`config.mk`:
```
export PLATFORM = sky130hd
export DESIGN_NAME = apb_slave_mem_responder
export DESIGN_NICKNAME = d
export VERILOG_FILES = /design/src/rtl/apb_slave_mem_responder_pkg.sv /design/src/rtl/apb_slave_mem_responder_mem_array.sv /design/src/rtl/apb_slave_mem_responder.sv
export SDC_FILE = /design/constraint.sdc
export NUM_CORES = 2
export LEC_CHECK = 0
export ABC_AREA = 1
export CORE_ASPECT_RATIO = 0.5
export CORE_UTILIZATION = 51
export CTS_CLUSTER_DIAMETER = 30
export DETAILED_ROUTE_END_ITERATION = 10
export GPL_TIMING_DRIVEN = 1
export HOLD_SLACK_MARGIN = 0.03
export PLACE_DENSITY_LB_ADDON = 0.2
export SLEW_MARGIN = 20
export SYNTH_ARGS = -nofsm -noshare
export SYNTH_HDL_FRONTEND = slang
export SYNTH_SLANG_ARGS = --single-unit
```
`constraint.sdc`:
```
create_clock -name pclk -period 151.9 [get_ports pclk]
set_clock_uncertainty 0.1 [all_clocks]
set_input_delay 30.38 -clock pclk [delete_from_list [all_inputs] [get_ports pclk]]
set_output_delay 30.38 -clock pclk [all_outputs]
set_load 0.01 [all_outputs]
```
`src/rtl/apb_slave_mem_responder_pkg.sv`:
```
// Shared types and globals for the APB memory responder slice.
//   resp_state_e  : responder FSM states (IDLE, ACCESS)
//   slave_error_e : latched completion status (NO_ERROR, ERROR)
//   tx_type_e     : latched transfer direction (WRITE, READ)
//   APB_ADDRESS_WIDTH / APB_DATA_WIDTH : default bus widths
package apb_slave_mem_responder_pkg;

  localparam int unsigned APB_ADDRESS_WIDTH = 32;
  localparam int unsigned APB_DATA_WIDTH    = 32;

  typedef enum logic {
    IDLE,
    ACCESS
  } resp_state_e;

  typedef enum logic {
    NO_ERROR,
    ERROR
  } slave_error_e;

  typedef enum logic {
    WRITE,
    READ
  } tx_type_e;

endpackage

```
`src/rtl/apb_slave_mem_responder_mem_array.sv`:
```
// MEM_WORDS x 32-bit register array.
//   clk_i, rst_i : clock, asynchronous active-high reset (clears all words)
//   we_i         : write enable, qualified per byte by wstrb_i
//   waddr_i      : write word index; wdata_i / wstrb_i : data and byte strobes
//   raddr_i      : combinational read word index; rdata_o : read data
module apb_slave_mem_array #(
  parameter int unsigned MEM_WORDS = 64,
  parameter int unsigned IDX_W     = $clog2(MEM_WORDS)
) (
  input  logic             clk_i,
  input  logic             rst_i,
  input  logic             we_i,
  input  logic [IDX_W-1:0] waddr_i,
  input  logic [31:0]      wdata_i,
  input  logic [3:0]       wstrb_i,
  input  logic [IDX_W-1:0] raddr_i,
  output logic [31:0]      rdata_o
);

  logic [31:0] mem_q [MEM_WORDS];

  always_ff @(posedge clk_i or posedge rst_i) begin
    if (rst_i) begin
      mem_q <= '{default: '0};
    end else if (we_i) begin
      for (int unsigned b = 0; b < 4; b++) begin
        if (wstrb_i[b]) begin
          mem_q[waddr_i][8*b +: 8] <= wdata_i[8*b +: 8];
        end
      end
    end
  end

  assign rdata_o = mem_q[raddr_i];

endmodule

```
`src/rtl/apb_slave_mem_responder.sv`:
```
// APB completer backed by a small word memory.
//   pclk, preset        : clock, asynchronous active-high reset
//   psel, penable       : APB select / access-phase strobe
//   pwrite, paddr       : direction, byte address
//   pwdata, pstrb       : write data, byte strobes (ignored on reads)
//   pprot               : protection; bit1 = non-secure
//   cfg_wait_states     : wait states for the next transfer, sampled in setup
//   pready, pslverr     : registered completion and error response
//   prdata              : registered read data (0 on error and on writes)
module apb_slave_mem_responder
  import apb_slave_mem_responder_pkg::*;
#(
  parameter int unsigned ADDRESS_WIDTH = APB_ADDRESS_WIDTH,
  parameter int unsigned DATA_WIDTH    = APB_DATA_WIDTH,
  parameter int unsigned MEM_WORDS     = 64,
  parameter logic [31:0] BASE_ADDR     = 32'h0000_0000,
  parameter bit          SECURE_UPPER  = 1'b1
) (
  input  logic                     pclk,
  input  logic                     preset,
  input  logic                     psel,
  input  logic                     penable,
  input  logic                     pwrite,
  input  logic [ADDRESS_WIDTH-1:0] paddr,
  input  logic [DATA_WIDTH-1:0]    pwdata,
  input  logic [DATA_WIDTH/8-1:0]  pstrb,
  input  logic [2:0]               pprot,
  input  logic [3:0]               cfg_wait_states,
  output logic                     pready,
  output logic                     pslverr,
  output logic [DATA_WIDTH-1:0]    prdata
);

  localparam int unsigned IDX_W = $clog2(MEM_WORDS);
  localparam logic [ADDRESS_WIDTH:0]   SPAN = (ADDRESS_WIDTH+1)'(MEM_WORDS * 4);
  localparam logic [ADDRESS_WIDTH-1:0] BASE = BASE_ADDR[ADDRESS_WIDTH-1:0];

  resp_state_e               state_q, state_d;
  logic [3:0]                cnt_q, cnt_d;
  logic [IDX_W-1:0]          idx_q, idx_d;
  tx_type_e                  tx_q, tx_d;
  slave_error_e              err_q, err_d;
  logic [DATA_WIDTH-1:0]     wdata_q, wdata_d;
  logic [DATA_WIDTH/8-1:0]   strb_q, strb_d;
  logic [DATA_WIDTH-1:0]     rhold_q, rhold_d;
  logic                      pready_q, pready_d;
  logic                      pslverr_q, pslverr_d;
  logic [DATA_WIDTH-1:0]     prdata_q, prdata_d;

  logic [ADDRESS_WIDTH-1:0]  offset;
  logic [IDX_W-1:0]          setup_idx;
  logic                      setup_err;
  logic [31:0]               mem_rdata;
  logic                      mem_we;
  logic                      unused_prot;

  // Decode uses a one-bit-wider compare so BASE + span never wraps.
  assign offset    = paddr - BASE;
  assign setup_idx = offset[IDX_W+1:2];
  assign setup_err = (paddr < BASE) || ({1'b0, offset} >= SPAN) ||
                     (paddr[1:0] != 2'b00) ||
                     (SECURE_UPPER && pprot[1] && setup_idx[IDX_W-1]);
  assign unused_prot = pprot[0] ^ pprot[2];

  apb_slave_mem_array #(
    .MEM_WORDS (MEM_WORDS)
  ) u_mem (
    .clk_i   (pclk),
    .rst_i   (preset),
    .we_i    (mem_we),
    .waddr_i (idx_q),
    .wdata_i (wdata_q),
    .wstrb_i (strb_q),
    .raddr_i (setup_idx),
    .rdata_o (mem_rdata)
  );

  always_comb begin
    state_d   = state_q;
    cnt_d     = cnt_q;
    idx_d     = idx_q;
    tx_d      = tx_q;
    err_d     = err_q;
    wdata_d   = wdata_q;
    strb_d    = strb_q;
    rhold_d   = rhold_q;
    pready_d  = 1'b0;
    pslverr_d = 1'b0;
    prdata_d  = '0;
    mem_we    = 1'b0;
    unique case (state_q)
      IDLE: begin
        if (psel && !penable) begin
          state_d = ACCESS;
          cnt_d   = cfg_wait_states;
          idx_d   = setup_idx;
          tx_d    = pwrite ? WRITE : READ;
          err_d   = setup_err ? ERROR : NO_ERROR;
          wdata_d = pwdata;
          strb_d  = pstrb;
          rhold_d = setup_err ? '0 : mem_rdata;
          // Outputs are registered, so zero-wait completion is decided here.
          if (cfg_wait_states == 4'd0) begin
            pready_d  = 1'b1;
            pslverr_d = setup_err;
            prdata_d  = (setup_err || pwrite) ? '0 : mem_rdata;
          end
        end
      end
      ACCESS: begin
        if (!psel) begin
          state_d = IDLE;
        end else if (pready_q) begin
          if (penable) begin
            state_d = IDLE;
            mem_we  = (tx_q == WRITE) && (err_q == NO_ERROR);
          end else begin
            pready_d  = 1'b1;
            pslverr_d = pslverr_q;
            prdata_d  = prdata_q;
          end
        end else begin
          // pready_q low in ACCESS implies cnt_q > 0.
          cnt_d = cnt_q - 4'd1;
          if (cnt_q == 4'd1) begin
            pready_d  = 1'b1;
            pslverr_d = (err_q == ERROR);
            prdata_d  = (tx_q == READ) ? rhold_q : '0;
          end
        end
      end
      default: state_d = IDLE;
    endcase
  end

  always_ff @(posedge pclk or posedge preset) begin
    if (preset) begin
      state_q   <= IDLE;
      cnt_q     <= '0;
      idx_q     <= '0;
      tx_q      <= READ;
      err_q     <= NO_ERROR;
      wdata_q   <= '0;
      strb_q    <= '0;
      rhold_q   <= '0;
      pready_q  <= 1'b0;
      pslverr_q <= 1'b0;
      prdata_q  <= '0;
    end else begin
      state_q   <= state_d;
      cnt_q     <= cnt_d;
      idx_q     <= idx_d;
      tx_q      <= tx_d;
      err_q     <= err_d;
      wdata_q   <= wdata_d;
      strb_q    <= strb_d;
      rhold_q   <= rhold_d;
      pready_q  <= pready_d;
      pslverr_q <= pslverr_d;
      prdata_q  <= prdata_d;
    end
  end

  assign pready  = pready_q;
  assign pslverr = pslverr_q;
  assign prdata  = prdata_q;

endmodule

```
Yosys cells after proc, flatten, opt, wreduce, memory -nomap -nowiden
Index checks and enable logic that the tools add are counted.
- flip-flop bits (word level): 2163
- bits in latches: 0
- memory bits (writable): 0
- bits in read-only memories: 0
- bits of input ports: 80
- output and inout bits: 34
- word-level logic and storage cells: 164
- memories kept: 0
- add/sub/neg operators: 1
- multiply operators: 0
- div/mod/pow operators: 0
- $lt $le $gt $ge: 5
- eq/ne operators: 5
- shifts and indexed selects: 0
- mux-type cells: 60
- bitwise gates (word level): 5
- reduce and logical (&&, ||, !) cells: 13
- operator list (operator ; number):
    two-way mux 2048 bit ; 7
    bitwise mux 2048 bit ; 4
    demux 32 bit (select 6 bit) ; 4
    two-way mux 32 bit ; 12
    binary-select mux 32 bit (select 6 bit) ; 1
    one-hot mux 32 bit (2 select lines) ; 1
    greater-or-equal comparator 32 x 9 -> 1 bit, second input constant ; 1
    < comparator 32 x 1 -> 1 bit, second input constant ; 1
    two-way mux 24 bit ; 1
    two-way mux 1 bit ; 21
    two-way mux 16 bit ; 1
    greater-or-equal comparator 7 bit, second input constant ; 2
    NOT 6 -> 7 bit ; 2
    two-way mux 4 bit ; 3
    two-way mux 8 bit ; 1
    one-hot mux 4 bit (2 select lines) ; 1
    < comparator 7 x 1 -> 1 bit, second input constant ; 1
    inequality test 2 bit, second input constant ; 3
    one-hot mux 1 bit (2 select lines) ; 3
    == test 4 x 1 -> 1 bit, second input constant ; 1
    logical AND 1 bit ; 4
    logical NOT 4 bit ; 1
    logical OR 1 bit ; 4
    inequality test 4 bit, second input constant ; 1
    6 further kinds ; 8

Longest topological paths before layout
- depth after elaboration: 16
- mapped depth: 16
- depth with buffers taken out: 14

By module
Synthesis repeated with hierarchy kept, for this count alone.
- cells, all modules: 12252
- area, all modules: 97997.7 sq um
- by module, submodules not included (module ; instances ; cells an instance ; area each (sq um) ; seq. area each (sq um)):
    apb_slave_mem_array ; 1 ; 11633 ; 92835.3 ; 51249.2
    apb_slave_mem_responder ; 1 ; 619 ; 5162.5 ; 2879.0

Worst setup path after synthesis
Ideal clock, no wire load.
- path type: in2reg
- start point: in paddr[5]
- end point: reg prdata_q[10] (netlist: prdata[10])
- setup time: 0.122 ns
- arrival time: 31.739 ns
- data required time: 151.678 ns
- setup slack: 119.939 ns
- stages: 9
- path buffers: 3
- cells stage by stage: clkbuf_1 > nor2_1 > buf_2 > buf_1 > nand2_1 > nand3_1 > nand3_1 > nand3_1 > a21oi_1
- word-level cells in the longest chain between the ends: 9
- elaborated cells between the ends (all ways): 14
- those cells by class: 2 x order compare; 7 x mux; 1 x bitwise; 4 x reduce/logical
- RTL lines (element ; line ; RTL):
    start: declaration ; apb_slave_mem_responder.sv:24 ; input logic [ADDRESS_WIDTH-1:0] paddr,
    < comparator 32 x 1 -> 1 bit / greater-or-equal comparator 32 x 9 -> 1 bit (equally long branches) ; apb_slave_mem_responder.sv:60 ; assign setup_err = (paddr < BASE) || ({1'b0, offset} >= SPAN) ||
    logical OR 1 bit (2 in a row) ; apb_slave_mem_responder.sv:60 ;
    logical OR 1 bit ; apb_slave_mem_responder.sv:61 ; (paddr[1:0] != 2'b00) ||
    logical OR 1 bit ; apb_slave_mem_responder.sv:106 ; prdata_d = (setup_err || pwrite) ? '0 : mem_rdata;
    two-way mux 32 bit (*) ; apb_slave_mem_responder.sv:106 ;
    two-way mux 32 bit (*) ; apb_slave_mem_responder.sv:103 ; if (cfg_wait_states == 4'd0) begin
    two-way mux 32 bit (*) ; apb_slave_mem_responder.sv:93 ; if (psel && !penable) begin
    one-hot mux 32 bit (2 select lines) (*) ; apb_slave_mem_responder.sv:91 ; unique case (state_q)
    end signal: assignment ; apb_slave_mem_responder.sv:160 ; prdata_q <= prdata_d;
    end: declaration ; apb_slave_mem_responder.sv:48 ; logic [DATA_WIDTH-1:0] prdata_q, prdata_d;
Every way passes the cells marked *; elsewhere a longest branch is shown, timed or not. The select of a mux whose other input is x is not followed.
A chain may end at the register's enable or synchronous reset.

==> metrics.md <==
| Metric | Value |
|---|---|
| Critical Path Fanout Max | `157` |
| Clk pin slew, worst setup/hold paths | `50 ps` |
| Hold buffers post-CTS | `0` |
| Total CTS buffers | `327` |
| Crit path launch type | `primary input` |
| Synth warnings | `0` |
| Die Y | `317 um` |
| Largest net degree at the start of global routing | `179` |
| Ratio of cells with drive above 1 in the final layout | `8.85%` |
| Routability cong. | `0.886` |
| Fill cell count | `17,800` |
| Relative max-transition margin | `14.0%` |
| Chip width | `632 um` |
| Multi-input logic area | `41,000 sq um` |
| First-pass GRT wire length | `483,000 um` |
| Vias | `84,500` |
| H-tree Lvls | `5` |
| GR Overflow Total | `0` |
| Antenna violations before repair | `0` |
| P&R area growth vs syn | `11.6%` |
| Commonest non-fill, non-tap cell in the layout | `nand2_1` |
| Post-DP Area | `101,000 sq um` |
| Post-route ant nets | `0` |
| Core area | `197,000 sq um` |
| Synthesized flop and latch total | `2,163` |
| Root Buffer | `clkbuf_16` |
| R2R cell count | `9` |
| F_max | `27.9 MHz` |
| Total routed wirelength | `313,000 um` |
| Layout net count | `12,000` |
| Post_cts resized | `0` |
| Max-Cap Viols | `0` |
| Setup Buffers After CTS | `0` |
| Placed cells | `14,300` |
| Register area | `54,100 sq um` |
| Origin of the critical flop-to-flop path | `state_q$_DFF_PP0_` |
| Starting Density | `51.4%` |
| Fin. Hold Viols | `0` |
| Netlist Area Pre-Place | `101,000 sq um` |
| Final setup vio count | `0` |
| Total die area | `200,000 sq um` |
| Reg2reg setup slack | `147,830 ps` |
| Library cells used by synthesis | `29` |
| Avg WL per Cell | `21.1 um` |
| CP Class | `in -> async` |
| Leakage Power | `53.2 nW` |
| Worst Hold End | `u_mem.mem_q[842]$_DFFE_PP0P_` |
| DRC viols | `0` |
| Rows | `115` |
| Setup TNS | `0 ps` |
| CTS tree | `yes` |
| Syn avg cell area | `8.23 sq um` |
| Status | `finished clean` |
| Critical Path RT | `152,620 ps` |
| Syn Inst Count | `12,300` |
| I/O pin total | `114` |
| Min-delay src | `u_mem.mem_q[842]$_DFFE_PP0P_` |
| Vias in the first global route | `78,200` |
| Drt via density | `5.68` |
| Hold Path Class | `reg -> reg` |
| RSZ-0062 raised after global routing | `false` |
| Tcrit/Tclk final | `23.6%` |
| Port Buffer Count | `111` |
| Measured slew at the worst slew-check pin | `1290 ps` |
| Clock Path Buffers | `4` |
| PD cells | `13.2 nW/um^2` |
| Worst setup EP type | `asynchronous set/reset pin` |
| Initial DRT Pass Iterations | `9` |
| Gr usage total | `31.0%` |
| Post-synth net total | `12,400` |
| Min cycle time layout | `35,810 ps` |
| Tot Pwr | `1.49 mW` |
| Fin cells | `14,900` |
| Worst VDD drop | `0.00000867 V` |
| Worst EP arrival | `36,530 ps` |
| Clock sink count | `2,163` |
| HPWL after detailed placement | `184,000 um` |
| Hold path depth | `2` |
| Initial DRC count | `10,800` |
| Slew Limit Fails | `0` |
| Commonest non-fill, non-tap cells in the layout | `nand2_1 (4,796), dfrtp_1 (2,162), o21ai_0 (1,866), nand3_1 (1,628), clkbuf_16 (339)` |
| Register area share after synthesis | `53.4%` |
| RR Endpoint | `u_mem.mem_q[1670]$_DFFE_PP0P_` |
| Design area | `113,000 sq um` |
| Clock Latency Late Sink | `860 ps` |
[layout make-up]
cell class              instances  area share [%]
diodes                          3         0.00664
clock buffers                 385            7.85
clock inverters               202            2.33
inverters                     125           0.440
multi-input cells            9057            36.3
flip-flops and latches       2163            47.9
well taps                    2632            2.91
repair buffers                291            2.31
[through the flow]
step           worst slack [ps]  utilization (%)  hold WS (ps)
6_report                 116090             57.4           379
5_1_grt                  115200             57.4           394
4_1_cts                  115910             57.3           380
3_5_place_dp             115060             51.5           366
3_3_place_gp             115050             51.5           360
2_1_floorplan             60310                -           348
[worst max path at each step]
stage               startpoint                            end  slack (ps)
CTS                     preset  u_mem.mem_q[1183]$_DFFE_PP0P_      115910
finish                  preset  u_mem.mem_q[1484]$_DFFE_PP0P_      116090
global route            preset  u_mem.mem_q[1080]$_DFFE_PP0P_      115200
detailed placement      preset  u_mem.mem_q[1163]$_DFFE_PP0P_      115060
floorplan               preset           cnt_q[0]$_DFFE_PP0P_       60310
global placement        preset  u_mem.mem_q[1163]$_DFFE_PP0P_      115050
[kinds of logic (layout without fill, tap and decap cells)]
kind of cell | Yosys count | count (layout) | synth area share (%)
and+or+nand+nor | 6818 | 6818 | 29.2
buffers and inverters | 1084 | 1003 | 6.30
DFF | 2163 | 2163 | 53.4
AOI/OAI and AO/OA | 2237 | 2237 | 11.1
other | 0 | 3 | 0
adders and majority gates | 2 | 2 | 0.0247
[synthesized netlist by cell type]
library cell | count | area share, %
buf_4 | 1 | 0.0074
nor2_4 | 1 | 0.011
o221ai_1 | 1 | 0.0086
nand2_1 | 4796 | 18
nand3_1 | 1628 | 8.0
dfrtp_1 | 2162 | 53
o21ai_1 | 236 | 1.2
ha_1 | 2 | 0.025
nor3_1 | 4 | 0.020
o21ai_0 | 1866 | 9.2
nor2_8 | 4 | 0.079
clkbuf_1 | 516 | 1.9
buf_2 | 131 | 0.65
nor2_1 | 137 | 0.51
buf_12 | 24 | 0.47
a21oi_1 | 130 | 0.64
o211ai_1 | 3 | 0.022
buf_6 | 233 | 2.6
inv_2 | 5 | 0.019
nand4_1 | 2 | 0.012
nand4_4 | 1 | 0.021
buf_1 | 54 | 0.20
a31oi_1 | 1 | 0.0062
inv_1 | 120 | 0.44
nor2_2 | 1 | 0.0062
dfstp_2 | 1 | 0.026
or2_2 | 2 | 0.012
nand2_4 | 241 | 2.7
nor4_1 | 1 | 0.0062
[metal layers]
layer	wire length [um]	GRT usage [%]	vias to the layer above
met2	135000	46.0	3300
met4	10200	10.5	0
met3	30300	8.08	555
li1	-	-	39600
met5	0	0.0694	-
met1	138000	44.4	41000
[worst max-delay path, cell delays in order]
cell and delay, ps:
clkdlybuf4s50_1 490, inv_8 540, buf_4 700, buf_4 800
buf_4 820, buf_12 610, buf_4 820, buf_4 870
[registers in the layout, summed over array words and instances (netlist names)]
register     count
u_mem.mem_q   2048
prdata          32
rhold_q         32
wdata_q         32
idx_q            6
cnt_q            4
strb_q           4
err_q            1
pready           1
pslverr          1
state_q          1
tx_q             1
[where the power goes]
group / switching [mW] / total, mW / internal (mW)
sequential: 0.00165 / 0.581 / 0.579
combinational: 0.0979 / 0.116 / 0.0178
clock: 0.293 / 0.792 / 0.499
No activity file was read; power rests on OpenSTA's default activity.
